### src/rtl/shift_add_multiplier_pkg.sv
// Shared definitions for the iterative shift-add multiplier: widths, op and FSM encodings.
// Latency: n/a (declarations only).
// Backpressure: n/a (declarations only).
package shift_add_multiplier_pkg;

  localparam int XLEN_DEF  = 32;
  localparam int CNT_W_DEF = 6;

  // RV32M multiply group, encoded as on the issue bus
  typedef enum logic [1:0] {
    MUL_OP_MUL    = 2'b00,
    MUL_OP_MULH   = 2'b01,
    MUL_OP_MULHSU = 2'b10,
    MUL_OP_MULHU  = 2'b11
  } mul_op_e;

  typedef enum logic [1:0] {
    ST_IDLE   = 2'd0,
    ST_CALC   = 2'd1,
    ST_FINISH = 2'd2
  } mul_state_e;

  // rs1 is treated as signed for every op except MULHU
  function automatic logic op_rs1_signed(input logic [1:0] op);
    return (op != MUL_OP_MULHU);
  endfunction

  // rs2 is treated as signed only for MUL and MULH
  function automatic logic op_rs2_signed(input logic [1:0] op);
    return (op == MUL_OP_MUL) || (op == MUL_OP_MULH);
  endfunction

endpackage

### src/rtl/shift_add_multiplier_step.sv
// One radix-2 add-shift step: conditionally add a into the upper half, then shift {acc,b} right.
// Latency: combinational, zero cycles.
// Backpressure: none; the caller decides when the step result is registered.
module shift_add_multiplier_step #(
  parameter int XLEN = 32
) (
  input  logic [XLEN-1:0] i_acc,
  input  logic [XLEN-1:0] i_b,
  input  logic [XLEN-1:0] i_a,
  output logic [XLEN-1:0] o_acc,
  output logic [XLEN-1:0] o_b
);

  logic [XLEN:0] w_sum;

  // Add multiplicand when the current multiplier LSB is set; the carry becomes the new acc MSB
  always_comb begin
    w_sum = {1'b0, i_acc};
    if (i_b[0]) begin
      w_sum = w_sum + {1'b0, i_a};
    end
    o_acc = w_sum[XLEN:1];
    o_b   = {w_sum[0], i_b[XLEN-1:1]};
  end

endmodule

### src/rtl/shift_add_multiplier.sv
// Iterative RV32M multiplier: sign-strip operands, XLEN add-shift steps, then re-sign and pick half.
// Latency: start at edge E0 -> done pulse after edge E0+XLEN+1.
// Backpressure: start is ignored while busy (no queuing); flush aborts without producing done.
module shift_add_multiplier
  import shift_add_multiplier_pkg::*;
#(
  parameter int XLEN  = XLEN_DEF,
  parameter int CNT_W = CNT_W_DEF
) (
  input  logic            clk,
  input  logic            rstn,
  input  logic            start,
  input  logic            flush,
  input  logic [1:0]      op,
  input  logic [XLEN-1:0] rs1,
  input  logic [XLEN-1:0] rs2,
  output logic            busy,
  output logic            done,
  output logic [XLEN-1:0] result
);

  localparam logic [CNT_W-1:0] LAST_CNT = CNT_W'(XLEN - 1);

  mul_state_e        r_state;
  logic [1:0]        r_op;
  logic              r_neg;
  logic [XLEN-1:0]   r_a_mag;
  logic [XLEN-1:0]   r_acc;
  logic [XLEN-1:0]   r_b;
  logic [CNT_W-1:0]  r_cnt;
  logic              r_busy;
  logic              r_done;
  logic [XLEN-1:0]   r_result;

  logic              w_rs1_neg;
  logic              w_rs2_neg;
  logic [XLEN-1:0]   w_a_mag;
  logic [XLEN-1:0]   w_b_mag;
  logic [XLEN-1:0]   w_acc_nxt;
  logic [XLEN-1:0]   w_b_nxt;
  logic [2*XLEN-1:0] w_prod;
  logic [2*XLEN-1:0] w_prod_sgn;
  logic [XLEN-1:0]   w_res;

  // Operand magnitudes and product sign; |most-negative| still fits as an unsigned XLEN value
  always_comb begin
    w_rs1_neg = op_rs1_signed(op) & rs1[XLEN-1];
    w_rs2_neg = op_rs2_signed(op) & rs2[XLEN-1];
    w_a_mag   = w_rs1_neg ? -rs1 : rs1;
    w_b_mag   = w_rs2_neg ? -rs2 : rs2;
  end

  shift_add_multiplier_step #(
    .XLEN (XLEN)
  ) u_step (
    .i_acc (r_acc),
    .i_b   (r_b),
    .i_a   (r_a_mag),
    .o_acc (w_acc_nxt),
    .o_b   (w_b_nxt)
  );

  // Re-apply the sign to the full-width product and select the half the op asks for
  always_comb begin
    w_prod     = {r_acc, r_b};
    w_prod_sgn = r_neg ? -w_prod : w_prod;
    w_res      = (r_op == MUL_OP_MUL) ? w_prod_sgn[XLEN-1:0] : w_prod_sgn[2*XLEN-1:XLEN];
  end

  // Control FSM and datapath registers; flush overrides everything except reset
  always_ff @(posedge clk) begin
    if (!rstn) begin
      r_state  <= ST_IDLE;
      r_op     <= 2'b00;
      r_neg    <= 1'b0;
      r_a_mag  <= '0;
      r_acc    <= '0;
      r_b      <= '0;
      r_cnt    <= '0;
      r_busy   <= 1'b0;
      r_done   <= 1'b0;
      r_result <= '0;
    end else begin
      r_done <= 1'b0;
      if (flush) begin
        r_state <= ST_IDLE;
        r_busy  <= 1'b0;
      end else begin
        case (r_state)
          ST_IDLE: begin
            if (start) begin
              r_op    <= op;
              r_neg   <= w_rs1_neg ^ w_rs2_neg;
              r_a_mag <= w_a_mag;
              r_b     <= w_b_mag;
              r_acc   <= '0;
              r_cnt   <= '0;
              r_busy  <= 1'b1;
              r_state <= ST_CALC;
            end
          end
          ST_CALC: begin
            r_acc <= w_acc_nxt;
            r_b   <= w_b_nxt;
            r_cnt <= r_cnt + CNT_W'(1);
            if (r_cnt == LAST_CNT) begin
              r_state <= ST_FINISH;
            end
          end
          ST_FINISH: begin
            r_result <= w_res;
            r_done   <= 1'b1;
            r_busy   <= 1'b0;
            r_state  <= ST_IDLE;
          end
          default: begin
            r_busy  <= 1'b0;
            r_state <= ST_IDLE;
          end
        endcase
      end
    end
  end

  assign busy   = r_busy;
  assign done   = r_done;
  assign result = r_result;

endmodule

### config.mk
export PLATFORM = sky130hd
export DESIGN_NAME = shift_add_multiplier
export DESIGN_NICKNAME = d
export VERILOG_FILES = /design/src/rtl/shift_add_multiplier_pkg.sv /design/src/rtl/shift_add_multiplier_step.sv /design/src/rtl/shift_add_multiplier.sv
export SDC_FILE = /design/constraint.sdc
export NUM_CORES = 1
export LEC_CHECK = 0
export CORE_MARGIN = 3
export CORE_UTILIZATION = 35
export CTS_BUF_LIST = sky130_fd_sc_hd__clkbuf_2 sky130_fd_sc_hd__clkbuf_4 sky130_fd_sc_hd__clkbuf_8
export CTS_CLUSTER_DIAMETER = 80
export DETAILED_ROUTE_END_ITERATION = 8
export SYNTH_ARGS = -nofsm -noshare
export SYNTH_HDL_FRONTEND = slang
export SYNTH_SLANG_ARGS = --single-unit
### constraint.sdc
create_clock -name clk -period 4.1 [get_ports clk]
set_clock_uncertainty 0.1 [all_clocks]
set_input_delay 0.82 -clock clk [delete_from_list [all_inputs] [get_ports clk]]
set_output_delay 0.82 -clock clk [all_outputs]
set_load 0.005 [all_outputs]
==> metrics.yaml <==
power_and_ir_drop:
  switching_share_pct: 31.8
  clockPowerShare_pct: 32.3
  p_per_area_nw_per_um2: 285
  p_switching_mw: 1.06
  p_leak_nw: 4.32
  p_int_mw: 2.28
  seqPwrFrac_pct: 44.5
  comb_power_share_pct: 23.2
  peakVddDrop_mv: 0.159
clock_tree:
  clk_pin_slew_worst_paths_ns: 0.08
  cts_setup_buffers: 0
  cts.repair.resized: 0
  cts.path.max_buffers: 2
  clkLatencyLatePin_ns: 0.45
  root_buffer: "clkbuf_8"
  h-tree-depth: 4
  cts.hold.buffers_added: 0
  clkSinkCount: 141
  cts_tree: "built"
  cts_buffers: 17
timing:
  fin_crit_ns: 3.47
  tightest_slew_ns: 1.12
  fin_crit_sh_pct: 84.5
  totalNegativeSetupSlack_ns: 0
  finalSetupViolations: 0
  worst_slack_ns: 0.635
  hold_violations: 0
  slew_headroom_pct: 25.0
  drv_slew: 0
  clock.fmax_mhz: 289
  rsz0062_at_grt: "false"
outcome:
  status: "complete, no violations"
routing:
  first_iter_violations: 929
  dr_total_vias: 9810
  drt-wirelength-per-cell_um: 17.4
  wirelength_um: 30500
  drtPass1Iterations: 5
  ant_nets: 0
  via_per_inst: 5.58
  drc: 0
setup_path:
  worstPathRequired_ns: 4.32
  worstSetupEndpointType: "flip-flop"
  worstSetupStartpointType: "flip-flop"
  crit_fanout: 9
  cpMaxStageDelayCell: "or4_4"
  cp_cell_sequence: "or4_4, or4b_4, nor4_4, nand3_2, o21ai_0, xnor2_1, o21ai_0, nand2_1"
  worstSetupStartpoint: "r_b[12]"
  critPathMaxStageDelay_ns: 0.58
  cp_common_cell: "o21ai_0"
  cp_data_arrival_time_ns: 3.69
  criticalPathCategory: "flip-flop to flip-flop"
  cp_top_family: "simple AND/OR/NAND/NOR gates"
  worst-path-buf-inv: 0
  reg2reg_from: "r_b[12]"
floorplan:
  num_rows: 60
  design.portCount: 104
  die-height_um: 174
  die_area_um2: 30200
  fp.dieW_um: 174
  initial_utilization_pct: 36.1
  coreArea_um2: 27300
place:
  dp_hpwl_um: 23500
  globalplace.congestion: 0.925
  io_buffers: 103
  dp_slack_ns: 0.437
synth:
  netlist.area_leader.share_pct: 28.6
  synth_edf_count: 0
  yosys_warnings: 0
  synth_ff_type: "dfxtp_1"
  synthCells: 1300
  ys_top_cells_by_area: "dfxtp_1, xnor2_1, a21oi_1"
  ys_ff_latch: 141
  synth-seq-area-share_pct: 28.6
  synth.most_common_cell: "nor2_1"
  syn_nets: 1407
  syn_area_um2: 9860
  synth_top_area_cell: "dfxtp_1"
  avgSynthCellArea_um2: 7.58
  synth_common_cells: "nor2_1, dfxtp_1, a21oi_1"
  synthDistinctLibCells: 65
  synthArstFlopShare_pct: 0
min_path:
  holdCritStartpoint: "result[27]"
  hold_path.class: "flip-flop to flip-flop"
grt:
  grt_pass1_wl_um: 49000
  antenna_found_initial: 0
  grt_pass1_vias: 9150
  grt_max_degree: 86
  grt_usage_pct: 19.8
  overflow: 0
cells_and_area:
  areaGrowthSynthToFinish_pct: 18.9
  utilization_pct: 42.9
  drive_gt1_share_pct: 6.78
  antenna_cells: 0
  nets: 1482
job:
  maxCapViolCount: 0
## path summary, 6_finish.rpt
kind / endpoint / slack (ns) / cells past startpoint
worst max-delay path: result[27] / 0.63 / 8
worst max register to register: result[27] / 0.63 / 8
worst min register to register: result[27] / 0.34 / 2
worst min-delay path: result[27] / 0.34 / 2
## layout make-up
cell class                      instances  area, um^2
Fill cell                            2843       15600
Clock buffer                           25         344
Timing Repair Buffer                  136        1290
Inverter                               29         109
Tap cell                              372         465
Clock inverter                          5        30.0
Multi-Input combinational cell       1050        6660
Sequential cell                       141        2820
## cells in the final DEF, fill, tap and decap left out, types with 7 or more instances in the layout
cell type	n
nor2b_1	12
or4_1	20
nor3_1	30
o31ai_1	19
a31oi_1	17
o21ai_0	84
ha_1	36
nand3_1	35
clkbuf_8	25
or2_2	7
a22oi_1	23
dfxtp_1	140
nand2_1	107
or3_1	14
o211ai_1	11
inv_1	27
o41ai_1	14
nor4_1	11
nand4_1	10
buf_4	32
nand2b_1	10
a21oi_1	120
nor2_1	154
a211oi_1	51
xor2_1	66
a222oi_1	12
a21o_1	12
clkdlybuf4s50_1	103
xnor2_1	71
mux2i_1	8
## layer usage
metal,up-vias,GRT usage (%),part of all wire (%)
met4,0,3.99,1.3
met5,-,0,0
met1,4626,26.7,47
met2,232,33.0,47
li1,4930,-,-
met3,22,3.79,4.8
## registers in the layout, indices dropped and copies added, names as in the netlist
signal	flops
r_state	2
done	1
r_acc	32
r_b	32
r_neg	1
busy	1
r_op	2
r_a_mag	32
r_cnt	6
result	32
## through the flow
step / area (um^2) / hold slack, ns / power, mW / std cells
final: 11700 / 0.337 / 3.34 / 1758
after global routing: 11700 / 0.364 / 3.50 / 1758
after CTS: 11700 / 0.340 / 3.36 / 1758
after detailed placement: 11300 / 0.330 / 2.29 / 1728
after global placement: 11300 / 0.328 / 2.28 / 1728
after floorplan: 9860 / 0.335 / 2.02 / 1300
## worst min-delay path, delay by kind of cell (launching register included)
kind	cells	cell delay [ns]
DFF	1	0.31
and+or+nand+nor	2	0.09
## cells by family after synthesis
kind of cell	count (synthesis)	synth area share [%]
flip-flops	141	28.6
AND/OR/NAND/NOR	442	21.3
AO/OA/AOI/OAI	422	27.7
multiplexers	12	1.27
XOR/XNOR	137	12.2
adder cells (fa/ha/maj)	37	4.77
buffers and inverters	109	4.15
## power by group through the flow
| stage | clock [mW] | combinational [mW] | sequential (mW) |
|---|---|---|---|
| after floorplan | 0 | 0.524 | 1.49 |
| after CTS | 1.10 | 0.772 | 1.49 |
| after global placement | 0 | 0.762 | 1.52 |
| after global routing | 1.15 | 0.856 | 1.50 |
| after detailed placement | 0 | 0.769 | 1.52 |
| final | 1.08 | 0.774 | 1.49 |
Power figures use the tool's default switching activity.
